==> config.mk <==
export PLATFORM = sky130hd
export DESIGN_NAME = if_stage
export DESIGN_NICKNAME = d
export VERILOG_FILES = /design/src/rtl/if_stage.sv
export SDC_FILE = /design/constraint.sdc
export NUM_CORES = 1
export LEC_CHECK = 0
export CAP_MARGIN = 20
export CORE_MARGIN = 2
export CORE_UTILIZATION = 41
export CTS_CLUSTER_DIAMETER = 200
export DETAILED_ROUTE_END_ITERATION = 12
export PLACE_DENSITY_LB_ADDON = 0.1
export SYNTH_ARGS = -nofsm -noshare
export SYNTH_HDL_FRONTEND = slang
export SYNTH_SLANG_ARGS = --single-unit
==> constraint.sdc <==
create_clock -name clk_i -period 2.12 [get_ports clk_i]
set_input_delay 0.424 -clock clk_i [delete_from_list [all_inputs] [get_ports clk_i]]
set_output_delay 0.424 -clock clk_i [all_outputs]
set_load 0.02 [all_outputs]
==> src/rtl/if_stage.sv <==
// Instruction-fetch stage: PC register, IF/ID pipeline register and event counters.
// Cycle priority is reset > flush > stall > memory wait > normal fetch.
module if_stage (
    input  logic        clk_i,
    input  logic        rst_i,
    input  logic        stall_i,
    input  logic        flush_i,
    input  logic [31:0] target_i,
    output logic [31:0] imem_addr_o,
    input  logic [31:0] imem_data_i,
    input  logic        imem_ready_i,
    output logic [31:0] pc_o,
    output logic [31:0] ifid_pc4_o,
    output logic [31:0] ifid_instr_o,
    output logic        ifid_valid_o,
    output logic [15:0] stall_cnt_o,
    output logic [15:0] bubble_cnt_o
);

    typedef enum logic [1:0] {
        CYC_FETCH = 2'd0,
        CYC_WAIT  = 2'd1,
        CYC_STALL = 2'd2,
        CYC_FLUSH = 2'd3
    } cycle_kind_t;

    logic [31:0] pc_reg;
    logic [31:0] pc_next;
    logic [31:0] ifid_pc4_reg;
    logic [31:0] ifid_pc4_next;
    logic [31:0] ifid_instr_reg;
    logic [31:0] ifid_instr_next;
    logic        ifid_valid_reg;
    logic        ifid_valid_next;
    logic [15:0] stall_cnt_reg;
    logic [15:0] stall_cnt_next;
    logic [15:0] bubble_cnt_reg;
    logic [15:0] bubble_cnt_next;

    cycle_kind_t cycle_kind;
    logic [31:0] pc4;
    logic [31:0] target_aligned;

    function automatic logic [15:0] sat_inc(input logic [15:0] value);
        return (value == 16'hFFFF) ? value : value + 16'd1;
    endfunction

    // Natural 32-bit overflow gives the required wrap from 0xFFFFFFFC to 0.
    assign pc4            = pc_reg + 32'd4;
    assign target_aligned = target_i & 32'hFFFF_FFFC;

    always_comb begin
        cycle_kind = CYC_FETCH;
        if (flush_i) begin
            cycle_kind = CYC_FLUSH;
        end else if (stall_i) begin
            cycle_kind = CYC_STALL;
        end else if (!imem_ready_i) begin
            cycle_kind = CYC_WAIT;
        end
    end

    always_comb begin
        pc_next         = pc_reg;
        ifid_pc4_next   = ifid_pc4_reg;
        ifid_instr_next = ifid_instr_reg;
        ifid_valid_next = ifid_valid_reg;
        stall_cnt_next  = stall_cnt_reg;
        bubble_cnt_next = bubble_cnt_reg;
        case (cycle_kind)
            CYC_FLUSH: begin
                pc_next         = target_aligned;
                ifid_pc4_next   = 32'd0;
                ifid_instr_next = 32'd0;
                ifid_valid_next = 1'b0;
            end
            CYC_STALL: begin
                stall_cnt_next = sat_inc(stall_cnt_reg);
            end
            // A memory wait keeps the PC so the same address is re-presented next cycle.
            CYC_WAIT: begin
                ifid_pc4_next   = 32'd0;
                ifid_instr_next = 32'd0;
                ifid_valid_next = 1'b0;
                bubble_cnt_next = sat_inc(bubble_cnt_reg);
            end
            default: begin
                pc_next         = pc4;
                ifid_pc4_next   = pc4;
                ifid_instr_next = imem_data_i;
                ifid_valid_next = 1'b1;
            end
        endcase
    end

    always_ff @(posedge clk_i) begin
        if (rst_i) begin
            pc_reg         <= 32'd0;
            ifid_pc4_reg   <= 32'd0;
            ifid_instr_reg <= 32'd0;
            ifid_valid_reg <= 1'b0;
            stall_cnt_reg  <= 16'd0;
            bubble_cnt_reg <= 16'd0;
        end else begin
            pc_reg         <= pc_next;
            ifid_pc4_reg   <= ifid_pc4_next;
            ifid_instr_reg <= ifid_instr_next;
            ifid_valid_reg <= ifid_valid_next;
            stall_cnt_reg  <= stall_cnt_next;
            bubble_cnt_reg <= bubble_cnt_next;
        end
    end

    assign imem_addr_o  = pc_reg;
    assign pc_o         = pc_reg;
    assign ifid_pc4_o   = ifid_pc4_reg;
    assign ifid_instr_o = ifid_instr_reg;
    assign ifid_valid_o = ifid_valid_reg;
    assign stall_cnt_o  = stall_cnt_reg;
    assign bubble_cnt_o = bubble_cnt_reg;

endmodule

==> results.json <==
{
  "status": "completed",
  "start_util_pct": 41.9,
  "rrSetupSlack_ns": 0.17,
  "fin_ws_ns": 0.0796,
  "vias_per_cell": 5.59,
  "r2r-end": "imem_addr_o[20]",
  "switchingPower_mw": 1.56,
  "rows": 45,
  "finalClockSkew_ns": 0.0123,
  "critical_path_peak_fanout": 6,
  "drc": 0,
  "synth_top_area_share_pct": 39.3,
  "finalWirelength_um": 20800,
  "critPathKind": "register to primary output",
  "yosysSeqAreaShare_pct": 39.3,
  "design.die.area_mm2": 0.0166,
  "synth_commonest_cells": "125 x dfxtp_1, 80 x nor2_1, 63 x nand2_1",
  "r2r-start": "imem_addr_o[2]",
  "p_leak_nw": 3.48,
  "cts_buffers": 17,
  "pin_count": 230,
  "endpoint_kind": "primary output",
  "grt_remaining_overflow": 0,
  "ys_ff_latch": 125,
  "numClockSinks": 125,
  "m1WireLength_um": 8670,
  "antenna_found_initial": 0,
  "cts_tree": "done",
  "grt_pass1_wl_um": 33000,
  "comb_power_share_pct": 14.8,
  "irDropWorstVdd_mv": 0.667,
  "cts.htree.levels": 4,
  "clk_latency_ns": 0.42,
  "rsz0062_at_grt": "false",
  "gp_congestion": 0.912,
  "relSlewSlack_pct": 52.7,
  "dr_wl_met3_um": 1640,
  "slew_viol_final": 0,
  "power.density_mw_per_mm2": 638,
  "ys_top_cells_by_area": "dfxtp_1 39%, nor2_1 4.7%, buf_4 4.5%, a22oi_1 4.2%, nand2_1 3.7%",
  "async_reset_ff_share_pct": 0,
  "grt_pass1_vias": 6457,
  "routed-wl-met2_um": 10200,
  "crit_end": "pc_o[25]",
  "whs_path_depth": 2,
  "nNetsFinal": 1061,
  "avgSynthCellArea_um2": 8.32,
  "tightestPinTransition_ns": 0.710,
  "seqPwrFrac_pct": 41.1,
  "io_buffers": 221,
  "grt_util_all_layers_pct": 25.2,
  "wl_per_cell_um": 17.5,
  "finalHoldViolCount": 0,
  "power_mw": 6.04,
  "syn2layout_area_growth_pct": 48.6,
  "syn_inst": 766,
  "num_antenna_cells": 0,
  "min_path_type": "register to register",
  "die_h_um": 129,
  "synth.distinct_cells": 61,
  "setup_viol": 0,
  "syn_area_mm2": 0.00637,
  "pwr-share-clk_pct": 44.1,
  "core_mm2": 0.0152,
  "dp_hpwl_um": 15200,
  "synth-edff-count": 0,
  "cts_hold_buf": 0,
  "fmax_mhz": 490,
  "fillers": 1337,
  "worstPathRequired_ns": 1.70,
  "max-clock-path-buffers": 2,
  "p_sw_share_pct": 25.9,
  "fin_crit_sh_pct": 96.2,
  "dr.first_iter.drc_count": 426,
  "dieWidth_um": 129,
  "drtPass1Iterations": 5,
  "path_clk_slew_ns": 0.06,
  "p_int_mw": 4.48,
  "route.vias.total": 6657,
  "synth_top_cell_by_area": "dfxtp_1",
  "routed.top_layer": "met4",
  "critPathLaunchType": "register",
  "synth_top_flop_cell": "dfxtp_1",
  "drv_cap": 0,
  "drive_gt1_share_pct": 13.8,
  "worst-r2r-cell-count": 6,
  "fin_crit_ns": 2.04,
  "timing.critical_path.from": "imem_addr_o[25]",
  "ys.warnings.count": 0,
  "cts_root_buffer": "clkbuf_16",
  "arrival_ns": 1.62,
  "ant_nets": 0,
  "pre_cts_ws_ns": -0.302,
  "grt_max_degree": 72,
  "synth.most_common_cell": "dfxtp_1"
}
==> state kept, by name (all words and copies together) (netlist names) <==
register	cells
bubble_cnt_o	16
ifid_instr_o	32
ifid_pc4_o	30
ifid_valid_o	1
imem_addr_o	30
stall_cnt_o	16
==> what timing repair did <==
| item | 4_1_cts | 5_1_grt |
|---|---|---|
| gates resized for setup | 2 | 4 |
| buffers inserted | 0 | 0 |
| hold endpoints to repair | 0 | 0 |
| endpoints found under the setup margin | 3 | 12 |
==> routing by layer <==
metal / GRT usage (%) / up-vias
met4: 8.44 / 0
li1: - / 3214
met2: 42.5 / 242
met1: 30.0 / 3175
met5: 0 / -
met3: 8.73 / 26
==> power by group through the flow <==
| stage | logic (mW) | registers (mW) | clock network [mW] |
|---|---|---|---|
| finish | 0.894 | 2.48 | 2.67 |
| global route | 0.960 | 2.49 | 2.82 |
| global placement | 0.882 | 2.53 | 0 |
| detailed placement | 0.894 | 2.53 | 0 |
| floorplan | 0.373 | 2.61 | 0 |
| CTS | 0.896 | 2.48 | 2.71 |
==> through the flow <==
stage	TNS, ns	area (um^2)	std cells	util (%)	hold WS (ns)
3_5_place_dp	-7.29	8930	1158	58.7	0.445
4_1_cts	0	9460	1190	62.2	0.457
2_1_floorplan	0	6390	771	-	0.530
3_3_place_gp	-6.75	8930	1158	58.7	0.438
6_report	0	9470	1190	62.3	0.453
5_1_grt	0	9470	1190	62.3	0.478
==> kinds of logic after synthesis <==
kind of cell	count (synthesis)	share of synthesized area (%)
buffers and inverters	108	8.94
muxes	20	3.48
DFF	125	39.3
other	1	0.0589
AOI/OAI and AO/OA	166	18.0
adders and majority gates	3	0.589
and+or+nand+nor	325	27.2
xor gates and xnor gates	18	2.47
==> cells in the final DEF, fill, tap and decap left out, drive strengths merged, types with 9 or more instances in the layout <==
cell	instances
clkdlybuf4s50	219
dfxtp	125
nor2	80
buf	77
nand2	64
nand3	38
a22oi	36
a21oi	26
o21ai	26
clkbuf	24
nand4	23
nor2b	21
or4	21
o211ai	20
mux2	17
and3	14
xnor2	13
and4	12
a311oi	11
nor4	10
inv	10
nor3	10
a211oi	9
and2	9
==> cell type report <==
class	count	area, um^2	area share, %
Timing Repair Buffer	297	2830	29.9
Clock buffer	24	462	4.88
Tap cell	188	235	2.48
Inverter	10	37.5	0.396
Multi-Input combinational cell	538	3330	35.2
Sequential cell	125	2510	26.5
Clock inverter	8	67.6	0.713
==> critical path, stage by stage, from the launching register on <==
cell and delay (ns):
dfxtp_1 0.42, buf_4 0.17, clkdlybuf4s50_1 0.61
==> worst min path at each step <==
| stage | startpoint | endpoint | slack [ns] |
|---|---|---|---|
| after floorplan | ifid_pc4_o[8] | ifid_pc4_o[8] | 0.53 |
| after global routing | ifid_pc4_o[22] | ifid_pc4_o[22] | 0.48 |
| after CTS | ifid_pc4_o[16] | ifid_pc4_o[16] | 0.46 |
| after global placement | ifid_pc4_o[18] | ifid_pc4_o[18] | 0.44 |
| after detailed placement | ifid_pc4_o[25] | ifid_pc4_o[25] | 0.44 |
| final | ifid_pc4_o[27] | ifid_pc4_o[27] | 0.45 |
Note: power is estimated with default switching activity, not from simulation.
